[config.mk]
export PLATFORM = sky130hd
export DESIGN_NAME = reset_sequencer
export DESIGN_NICKNAME = d
export VERILOG_FILES = /design/src/rtl/reset_sequencer.sv
export SDC_FILE = /design/constraint.sdc
export NUM_CORES = 1
export LEC_CHECK = 0
export BUFFER_PORTS_ARGS = -buffer_cell sky130_fd_sc_hd__buf_2
export CAP_MARGIN = 15
export CORE_MARGIN = 1.5
export CORE_UTILIZATION = 47
export CTS_BUF_LIST = sky130_fd_sc_hd__clkbuf_2 sky130_fd_sc_hd__clkbuf_4 sky130_fd_sc_hd__clkbuf_8
export CTS_CLUSTER_SIZE = 40
export DETAILED_ROUTE_END_ITERATION = 12
export PLACE_DENSITY_LB_ADDON = 0.08
export SKIP_CTS_REPAIR_TIMING = 1
export SYNTH_ARGS = -nofsm -noshare
export SYNTH_HDL_FRONTEND = slang
export SYNTH_SLANG_ARGS = --single-unit
[constraint.sdc]
create_clock -name clk_in -period 2.8 [get_ports clk_in]
set_clock_uncertainty 0.15 [all_clocks]
set_input_delay 0 -clock clk_in [delete_from_list [all_inputs] [get_ports clk_in]]
set_output_delay 0 -clock clk_in [all_outputs]
set_load 0.05 [all_outputs]
[src/rtl/reset_sequencer.sv]
// reset_sequencer
//   Releases STAGES downstream reset domains one at a time, in index order.
//   Each release is preceded by DELAY settle cycles and followed by a wait
//   for that domain's acknowledge, bounded by ACK_TIMEOUT cycles. Loss of PLL
//   lock re-asserts every domain and restarts the sequence. An acknowledge
//   timeout parks the block in a sticky error state until rst_in.
//
// Ports
//   clk_in      system clock, rising edge
//   rst_in      asynchronous active-high reset
//   clk_locked  PLL lock; low re-asserts all domains and restarts
//   stage_ack   per-domain alive acknowledge (level, clk_in domain)
//   rst_out     per-domain reset, active-high, registered
//   n_rst_out   bitwise inverse of rst_out
//   seq_done    all domains released and acknowledged
//   seq_error   acknowledge timeout seen (sticky until rst_in)
module reset_sequencer #(
  parameter int STAGES      = 3,
  parameter int DELAY       = 16,
  parameter int ACK_TIMEOUT = 255
) (
  input  logic              clk_in,
  input  logic              rst_in,
  input  logic              clk_locked,
  input  logic [STAGES-1:0] stage_ack,
  output logic [STAGES-1:0] rst_out,
  output logic [STAGES-1:0] n_rst_out,
  output logic              seq_done,
  output logic              seq_error
);

  localparam int IW = (STAGES > 1) ? $clog2(STAGES) : 1;
  localparam int CW = $clog2(DELAY + 1);
  localparam int TW = $clog2(ACK_TIMEOUT + 1);

  localparam logic [CW-1:0] CNT_LAST = CW'(DELAY - 1);
  localparam logic [TW-1:0] TMO_LAST = TW'(ACK_TIMEOUT - 1);
  localparam logic [IW-1:0] IDX_LAST = IW'(STAGES - 1);

  typedef enum logic [2:0] {
    IDLE,
    COUNT,
    ACK,
    DONE,
    ERROR
  } state_e;

  state_e            state_q, state_d;
  logic [IW-1:0]     idx_q, idx_d;
  logic [CW-1:0]     cnt_q, cnt_d;
  logic [TW-1:0]     tcnt_q, tcnt_d;
  logic [STAGES-1:0] rst_q, rst_d;
  logic              done_q, done_d;
  logic              err_q, err_d;

  // Acknowledge of the current stage, and a mask that clears only its reset bit.
  logic              ack_sel;
  logic [STAGES-1:0] rel_mask;

  always_comb begin
    ack_sel  = 1'b0;
    rel_mask = '1;
    for (int i = 0; i < STAGES; i++) begin
      if (idx_q == IW'(i)) begin
        ack_sel     = stage_ack[i];
        rel_mask[i] = 1'b0;
      end
    end
  end

  always_comb begin
    state_d = state_q;
    idx_d   = idx_q;
    cnt_d   = cnt_q;
    tcnt_d  = tcnt_q;
    rst_d   = rst_q;
    done_d  = done_q;
    err_d   = err_q;

    case (state_q)
      IDLE: begin
        if (clk_locked) begin
          state_d = COUNT;
          cnt_d   = '0;
        end
      end
      COUNT: begin
        if (cnt_q == CNT_LAST) begin
          // AND with the mask keeps earlier releases intact (monotonic per bit).
          rst_d   = rst_q & rel_mask;
          tcnt_d  = '0;
          state_d = ACK;
        end else begin
          cnt_d = cnt_q + 1'b1;
        end
      end
      ACK: begin
        // Ack is checked before the timeout so a last-cycle ack still succeeds.
        if (ack_sel) begin
          if (idx_q == IDX_LAST) begin
            state_d = DONE;
            done_d  = 1'b1;
          end else begin
            idx_d   = idx_q + 1'b1;
            cnt_d   = '0;
            state_d = COUNT;
          end
        end else if (tcnt_q == TMO_LAST) begin
          state_d = ERROR;
          rst_d   = '1;
          err_d   = 1'b1;
        end else begin
          tcnt_d = tcnt_q + 1'b1;
        end
      end
      DONE: begin
      end
      ERROR: begin
        // Terminal until rst_in; lock is deliberately ignored here.
      end
      default: state_d = IDLE;
    endcase

    // Lock loss overrides whatever the active states decided above.
    if (!clk_locked && (state_q == COUNT || state_q == ACK || state_q == DONE)) begin
      state_d = IDLE;
      rst_d   = '1;
      done_d  = 1'b0;
      idx_d   = '0;
      cnt_d   = '0;
      tcnt_d  = '0;
    end
  end

  always_ff @(posedge clk_in or posedge rst_in) begin
    if (rst_in) begin
      state_q <= IDLE;
      idx_q   <= '0;
      cnt_q   <= '0;
      tcnt_q  <= '0;
      rst_q   <= '1;
      done_q  <= 1'b0;
      err_q   <= 1'b0;
    end else begin
      state_q <= state_d;
      idx_q   <= idx_d;
      cnt_q   <= cnt_d;
      tcnt_q  <= tcnt_d;
      rst_q   <= rst_d;
      done_q  <= done_d;
      err_q   <= err_d;
    end
  end

  assign rst_out   = rst_q;
  assign n_rst_out = ~rst_q;
  assign seq_done  = done_q;
  assign seq_error = err_q;

endmodule

* Yosys cells after proc, flatten, opt, wreduce, memory -nomap -nowiden
Cells that the tools add are included.
** Word-level totals
- Latch bits :: 0
- Register bits after elaboration :: 23
- Output and inout bits :: 8
- Bits in writable memories :: 0
- Logic and storage cells :: 88
- Input port bits :: 6
- Memories :: 0
- Bits in read-only memories :: 0
** Cells by class
- Add/sub/neg operators :: 3
- Reductions and logical operators :: 19
- Div/mod/pow operators :: 0
- Shift-type cells :: 0
- Magnitude comparators :: 0
- Multiplexer cells :: 37
- Bitwise operators :: 3
- Equality and inequality tests :: 19
- $mul :: 0
** Operators with widths (number)
- two-way mux 8 bit :: 4
- two-way mux 3 bit :: 9
- two-way mux 5 bit :: 5
- inequality test 3 x 2 -> 1 bit (second input constant) :: 7
- one-hot mux 8 bit (2 select lines) :: 1
- one-hot mux 5 bit (3 select lines) :: 1
- one-hot mux 3 bit (4 select lines) :: 1
- AND reduction 4 bit :: 3
- two-way mux 1 bit :: 10
- two-way mux 2 bit :: 5
- AND reduction 3 bit :: 3
- adder 8 x 1 -> 8 bit (second input constant) :: 1
- == test 8 bit (second input constant) :: 1
- == test 3 x 2 -> 1 bit (second input constant) :: 2
- one-hot mux 3 bit (2 select lines) :: 1
- nonzero test 2 bit :: 3
- adder 5 x 1 -> 5 bit (second input constant) :: 1
- == test 5 x 4 -> 1 bit (second input constant) :: 1
- AND reduction 5 bit :: 1
- inequality test 2 x 1 -> 1 bit (second input constant) :: 2
- inequality test 4 x 3 -> 1 bit (second input constant) :: 1
- nonzero test 4 bit :: 1
- AND 3 bit :: 1
- == test 3 x 1 -> 1 bit (second input constant) :: 1
- other kinds (14) :: 15

* Longest topological paths before layout
Gate-level depths: netlist (run 1).
- Depth in word-level cells :: 7
- Gate-level depth with buffers :: 8
- Depth with buffers taken out :: 7

* Worst setup path before layout (run 1)
Ideal clock, no wire load.
- Path type :: flip-flop to flip-flop
- Start point :: register cnt_q[0]
- End point :: register cnt_q[0]
- Clock period less this slack :: 2.310 ns
- Stages on the path, launching flop included :: 8
- Required time :: 2.522 ns
- Path buffers :: 0
- Library setup time :: 0.128 ns
- Setup slack :: 0.490 ns
- Arrival :: 2.033 ns
- Cells stage by stage :: dfrtp_1 -> ha_1 -> and3_1 -> ha_1 -> o21a_1 -> o32ai_2 -> a21boi_2 -> mux2_1
** On the way
- Cells in the longest elaborated chain, start to end :: 4
- Elaborated cells between the ends (all ways) :: 7
- Those cells by class :: add/sub: 1; eq/ne: 2; mux: 3; reduce/logical: 1
** Ends and longest elaborated chain
- from (decl) :: RTL line 50 : logic [CW-1:0] cnt_q, cnt_d;
- from (signal assigned) :: RTL line 147 : cnt_q <= cnt_d;
- adder 5 x 1 -> 5 bit :: RTL line 94 : cnt_d = cnt_q + 1'b1;
- two-way mux 5 bit :: RTL line 88 : if (cnt_q == CNT_LAST) begin
- one-hot mux 5 bit (3 select lines) :: RTL line 80 : case (state_q)
- two-way mux 5 bit :: RTL line 125 : if (!clk_locked && (state_q == COUNT || state_q == ACK || state_q == DONE)) begin
Several ways; a longest one is shown, not always the timed one. The select of a mux whose other input is x is not followed.
A chain may end at the register's enable or synchronous reset.

* Worst setup path after layout (run 1)
Ends and elaborated chain as after synthesis.

==> results of run 1 <==
-- cell usage in the layout (no fill, tap or decap), drive strengths merged, types with 3 or more instances in the layout --
cell type    instances
o21ai                3
a21oi                5
dlygate4sd3          3
dfrtp               20
a221o                3
nor2                14
and3                 7
buf                 13
nand3                5
dfstp                3
nor4                 4
clkbuf               4
o32ai                4
o211ai               4
ha                   7
a31oi                3
inv                 13
nand2b               6
nand2                6
-- through the flow --
step	setup slack [ns]	utilization [%]	hold slack, ns	cell area [um2]	cells
after floorplan	0.490	-	-0.150	1480	152
after CTS	0.302	53.3	-0.278	1620	209
after global placement	0.398	52.4	0.0743	1590	205
after detailed placement	0.321	52.4	0.0732	1590	205
after global routing	0.188	54.3	0.198	1650	212
final	0.306	54.3	0.186	1650	212
-- worst max path at each step --
stage,startpoint,endpoint,cells after the start,slack [ns]
2_1_floorplan,cnt_q[0]$_DFFE_PP0P_,cnt_q[0]$_DFFE_PP0P_,7,0.49
3_3_place_gp,cnt_q[0]$_DFFE_PP0P_,cnt_q[0]$_DFFE_PP0P_,7,0.40
3_5_place_dp,cnt_q[0]$_DFFE_PP0P_,cnt_q[0]$_DFFE_PP0P_,7,0.32
4_1_cts,cnt_q[0]$_DFFE_PP0P_,cnt_q[0]$_DFFE_PP0P_,7,0.30
5_1_grt,cnt_q[0]$_DFFE_PP0P_,cnt_q[0]$_DFFE_PP0P_,7,0.19
6_report,cnt_q[0]$_DFFE_PP0P_,cnt_q[0]$_DFFE_PP0P_,7,0.31
-- area by class of cell --
type / instances / share of cell area (%)
sequential: 23 / 35.2
multi-input combinational: 112 / 50.9
inverter: 13 / 2.97
clock buffer: 4 / 1.83
timing repair buffer: 16 / 5.78
tap: 44 / 3.35
-- worst max-delay path: stages (launching register included) --
cell      delay, ns
dfrtp_1        0.43
ha_1           0.23
and3_1         0.18
ha_1           0.19
o21a_1         0.19
o32ai_2        0.31
a21boi_2       0.34
mux2_1         0.36
-- logic make-up after synthesis --
kind of cell | share of synthesized area (%)
muxes | 2.87
DFF | 39.0
buffers and inverters | 4.55
and+or+nand+nor | 23.7
xor gates and xnor gates | 0.590
adders and majority gates | 5.90
AOI/OAI and AO/OA | 23.4
-- state kept, by name (all words and copies together), names as in the netlist --
register / count
tcnt_q: 8
seq_error: 1
rst_out: 3
state_q: 3
idx_q: 2
cnt_q: 5
seq_done: 1
-- power groups by stage --
stage / Clock, mW / Combinational, mW / Sequential (mW)
2_1_floorplan: 0 / 0.0598 / 0.369
3_3_place_gp: 0 / 0.0936 / 0.356
3_5_place_dp: 0 / 0.0945 / 0.357
4_1_cts: 0.172 / 0.0947 / 0.351
5_1_grt: 0.186 / 0.105 / 0.353
6_report: 0.162 / 0.0972 / 0.351
-- per-layer routing --
metal  share of wire (%)  track usage [%]  vias to the layer above
met5                   0                0                        -
met2                  49             35.8                       14
met3                 2.2             2.18                        2
met4                0.66             6.82                        0
li1                    -                -                      611
met1                  48             26.9                      595
==> results.txt, run 1 <==
outcome: finished, final reports clean
worst vdd ir: 0.000192 V
Syn Inst Count: 152
die height: 59.2 um
Post-synth EDFFs: 0
DR iter-0 viols: 68
total number of vias: 1222
I/O pin total: 14
global-route wire length before repair: 5.53 mm
critical path class: register to register
Reg power frac: 57.5%
most frequent cell after synthesis: dfrtp_1
Leakage Power: 0.734 nW
Final setup viols: 0
hold violation count in the final report: 0
Congestion Overflow GR: 0
Placeable Area: 0.00303 mm2
worst-margin pin slew: 0.866 ns
arrival time at the worst endpoint: 2.54 ns
final wirelength: 3.17 mm
Fill cells: 285
RSZ-0062 raised after global routing: no
Power per Cell Area: 371 mW/mm2
worst hold endpoint: idx_q[1]$_DFFE_PP0P_
crit share post-route: 89.1%
Worst R2R Start: cnt_q[0]$_DFFE_PP0P_
Longest Clk Path Bufs: 2
Slew HR: 42.2%
Final GP Congestion: 0.797
Sink Count: 23
Yosys reg bits: 23
Hold WC Path Type: input port to register
htree depth: 1
Mapped Nets: 165
register area share after synthesis: 39.0%
setup TNS: 0 ns
max-slew violation count: 0
Final ANT Viol Nets: 0
TritonCTS clock tree: built
HP Start: stage_ack[0]
Die Width: 59.2 um
sequential cell area: 579 um2
CTS Buf Count: 3
multi-input logic area: 837 um2
vias in the first global route: 1216
Int Pwr: 0.435 mW
CTS clk-pin slew, worst paths: 0.12 ns
Layout area overhead: 10.9%
FMAX: 0.401 GHz
Yosys warning total: 0
post-synth cell types: 52
Tmin final: 2.49 ns
ANT cells: 0
share of cells above drive strength 1: 17.3%
WL/cell: 15.0 um
Port Buffer Count: 13
worst reg2reg endpoint: cnt_q[0]$_DFFE_PP0P_
Switching Power: 0.176 mW
reg2reg path depth: 7
CP Launch Type: register
Pre-Repair DR Iteration Count: 4
Synth Area per Inst: 9.76 um2
Root Buffer Master: clkbuf_4
Synth top area share: 33.7%
crit path capture type: register
critical path peak fanout: 5
Syn Std Cell Area: 0.00148 mm2
area leader, netlist: dfrtp_1
Combinational Power Share: 15.9%
DRC: 0
ys async rst share: 100%
Sw Ratio: 28.7%
Rows: 20
r2r setup slk: 0.31 ns
Tot GR Track Use: 20.7%
initial core utilization: 49.0%
Clock Power Share: 26.6%
largest net degree at the start of global routing: 24
predominant post-synthesis flop cell: dfrtp_1
Hold Crit Depth: 5
Critical Path RT: 2.85 ns
top post-synthesis cells by area: dfrtp_1 34%, ha_1 5.9%, dfstp_2 5.3%
initial antenna violation count: 0
detailed placement HPWL: 2.34 mm
Clk Latency, worst-skew pair: 0.30 ns
Via-to-Cell Ratio: 5.76
maxcap violations: 0
fin nets: 182
Die ar.: 0.00350 mm2
Synth top cells by count: 20 x dfrtp_1, 14 x nor2_1, 13 x inv_1, 7 x and3_1, 7 x ha_1
PnR Total Power: 0.611 mW
Note: power is estimated with default switching activity, not from simulation.
==> inputs of run 2 (changes only) <==
--- a/config.mk
+++ b/config.mk
@@ -7,11 +7,13 @@
 export LEC_CHECK = 0
 export BUFFER_PORTS_ARGS = -buffer_cell sky130_fd_sc_hd__buf_2
 export CAP_MARGIN = 15
+export CORE_ASPECT_RATIO = 1.25
 export CORE_MARGIN = 1.5
 export CORE_UTILIZATION = 47
 export CTS_BUF_LIST = sky130_fd_sc_hd__clkbuf_2 sky130_fd_sc_hd__clkbuf_4 sky130_fd_sc_hd__clkbuf_8
 export CTS_CLUSTER_SIZE = 40
 export DETAILED_ROUTE_END_ITERATION = 12
+export MAX_ROUTING_LAYER = met4
 export PLACE_DENSITY_LB_ADDON = 0.08
 export SKIP_CTS_REPAIR_TIMING = 1
 export SYNTH_ARGS = -nofsm -noshare
==> constraint.sdc (replaced) <==
create_clock -name clk_in -period 2.6 [get_ports clk_in]
set_clock_uncertainty 0.15 [all_clocks]
set_input_delay 0 -clock clk_in [delete_from_list [all_inputs] [get_ports clk_in]]
set_output_delay 0 -clock clk_in [all_outputs]
set_load 0.05 [all_outputs]
==> results.txt, run 2 (synthesis results as in run 1) <==
outcome: finished, final reports clean (unchanged)
worst slack, placed: 0.117 ns (was 0.321 ns)
Tot GR Track Use: 22.5% (was 20.7%)
Sink Count: 23 (unchanged)
critical path class: register to register (unchanged)
global-route wire length before repair: 5.64 mm (was 5.53 mm)
Critical Path RT: 2.66 ns (was 2.85 ns)
Root Buffer Master: clkbuf_4 (unchanged)
initial antenna violation count: 0 (unchanged)
biggest registers after layout: tcnt_q (8), cnt_q (5) (unchanged)
Layout area overhead: 12.1% (was 10.9%)
Leakage Power: 0.756 nW (was 0.734 nW)
DR iter-0 viols: 33 (was 68)
Fill cells: 270 (was 285)
detailed placement HPWL: 2.52 mm (was 2.34 mm)
crit share post-route: 94.1% (was 89.1%)
final wirelength: 3.26 mm (was 3.17 mm)
hold violation count in the final report: 0 (unchanged)
commonest non-fill, non-tap cell in the layout: dfrtp_1 (unchanged)
RSZ-0062 raised after global routing: no (unchanged)
max reg flops: 8 (unchanged)
ANT cells: 0 (unchanged)
WL/cell: 15.7 um (was 15.0 um)
setup TNS: 0 ns (unchanged)
CP Launch Type: register (unchanged)
worst-margin pin slew: 0.906 ns (was 0.866 ns)
TritonCTS clock tree: built (unchanged)
Via-to-Cell Ratio: 6.11 (was 5.76)
die height: 65.8 um (was 59.2 um)
critical path peak fanout: 5 (unchanged)
setup ws final: 0.154 ns (was 0.306 ns)
arrival time at the worst endpoint: 2.51 ns (was 2.54 ns)
Final setup viols: 0 (unchanged)
Tmin final: 2.45 ns (was 2.49 ns)
CTS clk-pin slew, worst paths: 0.13 ns (was 0.12 ns)
Placeable Area: 0.00297 mm2 (was 0.00303 mm2)
Die ar.: 0.00351 mm2 (was 0.00350 mm2)
Final ANT Viol Nets: 0 (unchanged)
FMAX: 0.409 GHz (was 0.401 GHz)
fin nets: 185 (was 182)
largest net degree at the start of global routing: 24 (unchanged)
most frequent cells in the layout: 20 x dfrtp_1, 14 x nor2_1, 13 x inv_1, 13 x buf_2 (unchanged)
Biggest register: tcnt_q (unchanged)
Final GP Congestion: 0.922 (was 0.797)
Pre-Repair DR Iteration Count: 4 (unchanged)
total number of vias: 1265 (was 1222)
htree depth: 1 (unchanged)
crit path capture type: register (unchanged)
share of cells above drive strength 1: 18.7% (was 17.3%)
Die Width: 53.3 um (was 59.2 um)
maxcap violations: 0 (unchanged)
Port Buffer Count: 13 (unchanged)
worst vdd ir: 0.000222 V (was 0.000192 V)
Slew HR: 39.5% (was 42.2%)
vias in the first global route: 1207 (was 1216)
CTS Buf Count: 3 (unchanged)
Longest Clk Path Bufs: 2 (unchanged)
I/O pin total: 14 (unchanged)
Hold WC Path Type: input port to register (unchanged)
Power per Cell Area: 396 mW/mm2 (was 371 mW/mm2)
max-slew violation count: 0 (unchanged)
Congestion Overflow GR: 0 (unchanged)
Rows: 22 (was 20)
initial core utilization: 49.9% (was 49.0%)
Clk Latency, worst-skew pair: 0.31 ns (was 0.30 ns)
DRC: 0 (unchanged)
[run 2: cell types whose count changed in the layout (fill, tap and decap cells not counted)]
cell / change
a21boi_2: -1
a21boi_4: +1
buf_4: +3
clkbuf_4: -1
clkinv_2: +1
[run 2: final timing paths]
| path | start | slack, ns | cells past startpoint | to |
|---|---|---|---|---|
| setup / recovery | cnt_q[0]$_DFFE_PP0P_ | 0.15 | 7 | cnt_q[4]$_DFFE_PP0P_ |
| hold / removal | stage_ack[0] | 0.17 | 5 | idx_q[0]$_DFFE_PP0P_ |
| setup reg to reg | cnt_q[0]$_DFFE_PP0P_ | 0.15 | 7 | cnt_q[4]$_DFFE_PP0P_ |
| hold reg to reg | seq_error$_DFFE_PP0P_ | 0.33 | 1 | seq_error$_DFFE_PP0P_ |
| max in group asynchronous | rst_in | 1.49 | 3 | state_q[0]$_DFFE_PP0P_ |
| min in group asynchronous | rst_in | 0.26 | 3 | tcnt_q[6]$_DFFE_PP0P_ |
[run 2: per-stage QoR]
step	instances	area, um2	power [mW]	utilization, %	hold WS (ns)
floorplan	152	1480	0.462	-	-0.150
global placement	200	1600	0.487	53.7	0.0811
detailed placement	200	1600	0.490	53.7	0.0861
CTS	204	1630	0.657	54.7	-0.264
global route	207	1660	0.689	55.9	0.203
finish	207	1660	0.658	55.9	0.169
[run 2: worst max-delay path, cell delays in order, from the launching register on]
cell,delay [ns]
dfrtp_1,0.43
ha_1,0.23
and3_1,0.19
ha_1,0.19
o21a_1,0.19
o32ai_2,0.31
a21boi_4,0.31
mux2_1,0.34
[run 2: where the power goes]
part | switching [mW] | total (mW) | internal, mW | leakage (nW)
Sequential | 0.00594 | 0.375 | 0.369 | 0.308
Clock | 0.113 | 0.171 | 0.0575 | 0.0177
Combinational | 0.0800 | 0.112 | 0.0324 | 0.429
Total | 0.199 | 0.658 | 0.459 | 0.756
[run 2: final cells by class]
cell class | count | area [um2] | area share, %
Tap cell | 36 | 45.0 | 2.71
Timing Repair Buffer | 19 | 118 | 7.07
Multi-Input combinational cell | 112 | 845 | 50.8
Clock buffer | 3 | 22.5 | 1.35
Sequential cell | 23 | 579 | 34.8
Inverter | 13 | 48.8 | 2.93
Clock inverter | 1 | 5.00 | 0.301
[run 2: per-layer routing]
metal | part of all wire (%) | GRT usage [%] | vias up
li1 | - | - | 617
met1 | 43 | 28.7 | 624
met2 | 54 | 38.0 | 20
met3 | 2.0 | 2.04 | 4
met4 | 1.1 | 5.77 | 0
met5 | 0 | - | -
==> inputs of run 3 (changes only) <==
--- a/config.mk
+++ b/config.mk
@@ -9,13 +9,12 @@
 export CAP_MARGIN = 15
 export CORE_ASPECT_RATIO = 1.25
 export CORE_MARGIN = 1.5
-export CORE_UTILIZATION = 47
+export CORE_UTILIZATION = 55
 export CTS_BUF_LIST = sky130_fd_sc_hd__clkbuf_2 sky130_fd_sc_hd__clkbuf_4 sky130_fd_sc_hd__clkbuf_8
 export CTS_CLUSTER_SIZE = 40
 export DETAILED_ROUTE_END_ITERATION = 12
 export MAX_ROUTING_LAYER = met4
 export PLACE_DENSITY_LB_ADDON = 0.08
-export SKIP_CTS_REPAIR_TIMING = 1
 export SYNTH_ARGS = -nofsm -noshare
 export SYNTH_HDL_FRONTEND = slang
 export SYNTH_SLANG_ARGS = --single-unit
==> results.txt, run 3 (synthesis results as in run 1) <==
WL/cell: 16.5 um (was 15.7 um)
critical path peak fanout: 5 (unchanged)
total number of vias: 1273 (was 1265)
critical path class: register to register (unchanged)
Die ar.: 0.00302 mm2 (was 0.00351 mm2)
most frequent cells in the layout: 20 x dfrtp_1, 14 x nor2_1, 13 x inv_1, 13 x buf_2 (unchanged)
maxcap violations: 0 (unchanged)
Die Width: 49.5 um (was 53.3 um)
Final ANT Viol Nets: 0 (unchanged)
Longest Clk Path Bufs: 2 (unchanged)
Congestion Overflow GR: 0 (unchanged)
largest net degree at the start of global routing: 24 (unchanged)
Final setup viols: 0 (unchanged)
initial core utilization: 59.3% (was 49.9%)
Biggest register: tcnt_q (unchanged)
TritonCTS clock tree: built (unchanged)
Tot GR Track Use: 26.2% (was 22.5%)
worst hold endpoint: idx_q[0]$_DFFE_PP0P_ (unchanged)
r2r setup slk: 0.15 ns (about the same)
commonest non-fill, non-tap cell in the layout: dfrtp_1 (unchanged)
Hold WC Path Type: input port to register (unchanged)
Critical Path RT: 2.67 ns (was 2.66 ns)
Via-to-Cell Ratio: 6.27 (was 6.11)
post-route cell area: 0.00165 mm2 (was 0.00166 mm2)
DR iter-0 viols: 55 (was 33)
Placed Area: 0.00159 mm2 (was 0.00160 mm2)
crit path capture type: register (unchanged)
fin util: 66.0% (was 55.9%)
CP Launch Type: register (unchanged)
CTS clk-pin slew, worst paths: 0.13 ns (about the same)
Placed Cells incl. Taps: 196 (was 200)
Layout area overhead: 11.3% (was 12.1%)
Layout Cells excl Fill: 203 (was 207)
ANT cells: 0 (unchanged)
Sink Count: 23 (unchanged)
biggest registers after layout: tcnt_q (8), cnt_q (5) (unchanged)
worst vdd ir: 0.000329 V (was 0.000222 V)
initial antenna violation count: 0 (unchanged)
Worst setup startpoint: cnt_q[0]$_DFFE_PP0P_ (unchanged)
RSZ-0062 raised after global routing: no (unchanged)
die height: 61.1 um (was 65.8 um)
Tmin final: 2.45 ns (about the same)
fin nets: 184 (was 185)
CTS Buf Count: 3 (unchanged)
worst reg2reg endpoint: cnt_q[0]$_DFFE_PP0P_ (was cnt_q[4]$_DFFE_PP0P_)
Final GP Congestion: 0.887 (was 0.922)
Rows: 20 (was 22)
HP Start: stage_ack[0] (unchanged)
Post-CTS Setup Repair Bufs: 0
global-route wire length before repair: 5.77 mm (was 5.64 mm)
setup TNS: 0 ns (unchanged)
PnR Total Power: 0.657 mW (was 0.658 mW)
Placeable Area: 0.00250 mm2 (was 0.00297 mm2)
htree depth: 1 (unchanged)
Pre-Repair DR Iteration Count: 4 (unchanged)
outcome: finished, final reports clean (unchanged)
final wirelength: 3.35 mm (was 3.26 mm)
Port Buffer Count: 13 (unchanged)
detailed placement HPWL: 2.51 mm (was 2.52 mm)
Leakage Power: 0.750 nW (was 0.756 nW)
worst-margin pin slew: 0.880 ns (was 0.906 ns)
FMAX: 0.408 GHz (was 0.409 GHz)
arrival time at the worst endpoint: 2.52 ns (was 2.51 ns)
Hold Crit Depth: 5 (unchanged)
crit share post-route: 94.2% (was 94.1%)
share of cells above drive strength 1: 18.2% (was 18.7%)
Clk Latency, worst-skew pair: 0.32 ns (was 0.31 ns)
DRC: 0 (unchanged)
Fill cells: 214 (was 270)
max-slew violation count: 0 (unchanged)
reg2reg path depth: 7 (unchanged)
Worst R2R Start: cnt_q[0]$_DFFE_PP0P_ (unchanged)
max reg flops: 8 (unchanged)
hold violation count in the final report: 0 (unchanged)
Root Buffer Master: clkbuf_4 (unchanged)
Slew HR: 41.3% (was 39.5%)
I/O pin total: 14 (unchanged)
vias in the first global route: 1285 (was 1207)
Power per Cell Area: 398 mW/mm2 (was 396 mW/mm2)
## run 3: changes by cell type in the layout (fill, tap and decap cells not counted), sizes merged
cell / before / now
buf: 16 / 15
## run 3: layout make-up
cell class / count / area [um2] / share of cell area (%)
Tap cell: 33 / 41.3 / 2.50
Inverter: 13 / 48.8 / 2.95
Sequential cell: 23 / 579 / 35.1
Clock buffer: 3 / 22.5 / 1.36
Timing Repair Buffer: 18 / 110 / 6.67
Multi-Input combinational cell: 112 / 845 / 51.1
Clock inverter: 1 / 5.00 / 0.303
## run 3: timing repair
| action | in CTS | in global routing |
|---|---|---|
| hold endpoints to repair | 25 | 0 |
| hold buffers | 3 | 0 |
| resized for setup | 0 | 1 |
| endpoints found under the setup margin | 0 | 2 |
## run 3: report_power, final
part | internal (mW) | switching [mW] | total, mW
Sequential | 0.369 | 0.00599 | 0.375
Combinational | 0.0323 | 0.0794 | 0.112
Clock | 0.0576 | 0.113 | 0.170
## run 3: how the worst max path moves through the flow
stage / to / slack, ns
floorplan: cnt_q[0]$_DFFE_PP0P_ / 0.29
global placement: cnt_q[0]$_DFFE_PP0P_ / 0.21
detailed placement: cnt_q[0]$_DFFE_PP0P_ / 0.12
CTS: cnt_q[0]$_DFFE_PP0P_ / 0.1
global route: cnt_q[0]$_DFFE_PP0P_ / 0.03
finish: cnt_q[0]$_DFFE_PP0P_ / 0.15
## run 3: routing by layer
layer  routed length (um)  global-route usage [%]
met1                 1340                    28.4
met4                   71                    13.9
met2                 1800                    47.3
met3                  142                    3.64
met5                    0                       -
## run 3: stage by stage
step	setup slack [ns]	hold WS, ns
2_1_floorplan	0.290	-0.150
3_3_place_gp	0.213	0.0577
3_5_place_dp	0.120	0.0760
4_1_cts	0.0992	0.150
5_1_grt	0.0255	0.190
6_report	0.151	0.159
## run 3: critical path, stage by stage (launching register included)
cell,delay (ns)
dfrtp_1,0.43
ha_1,0.23
and3_1,0.19
ha_1,0.19
o21a_1,0.19
o32ai_2,0.32
a21boi_4,0.30
mux2_1,0.34
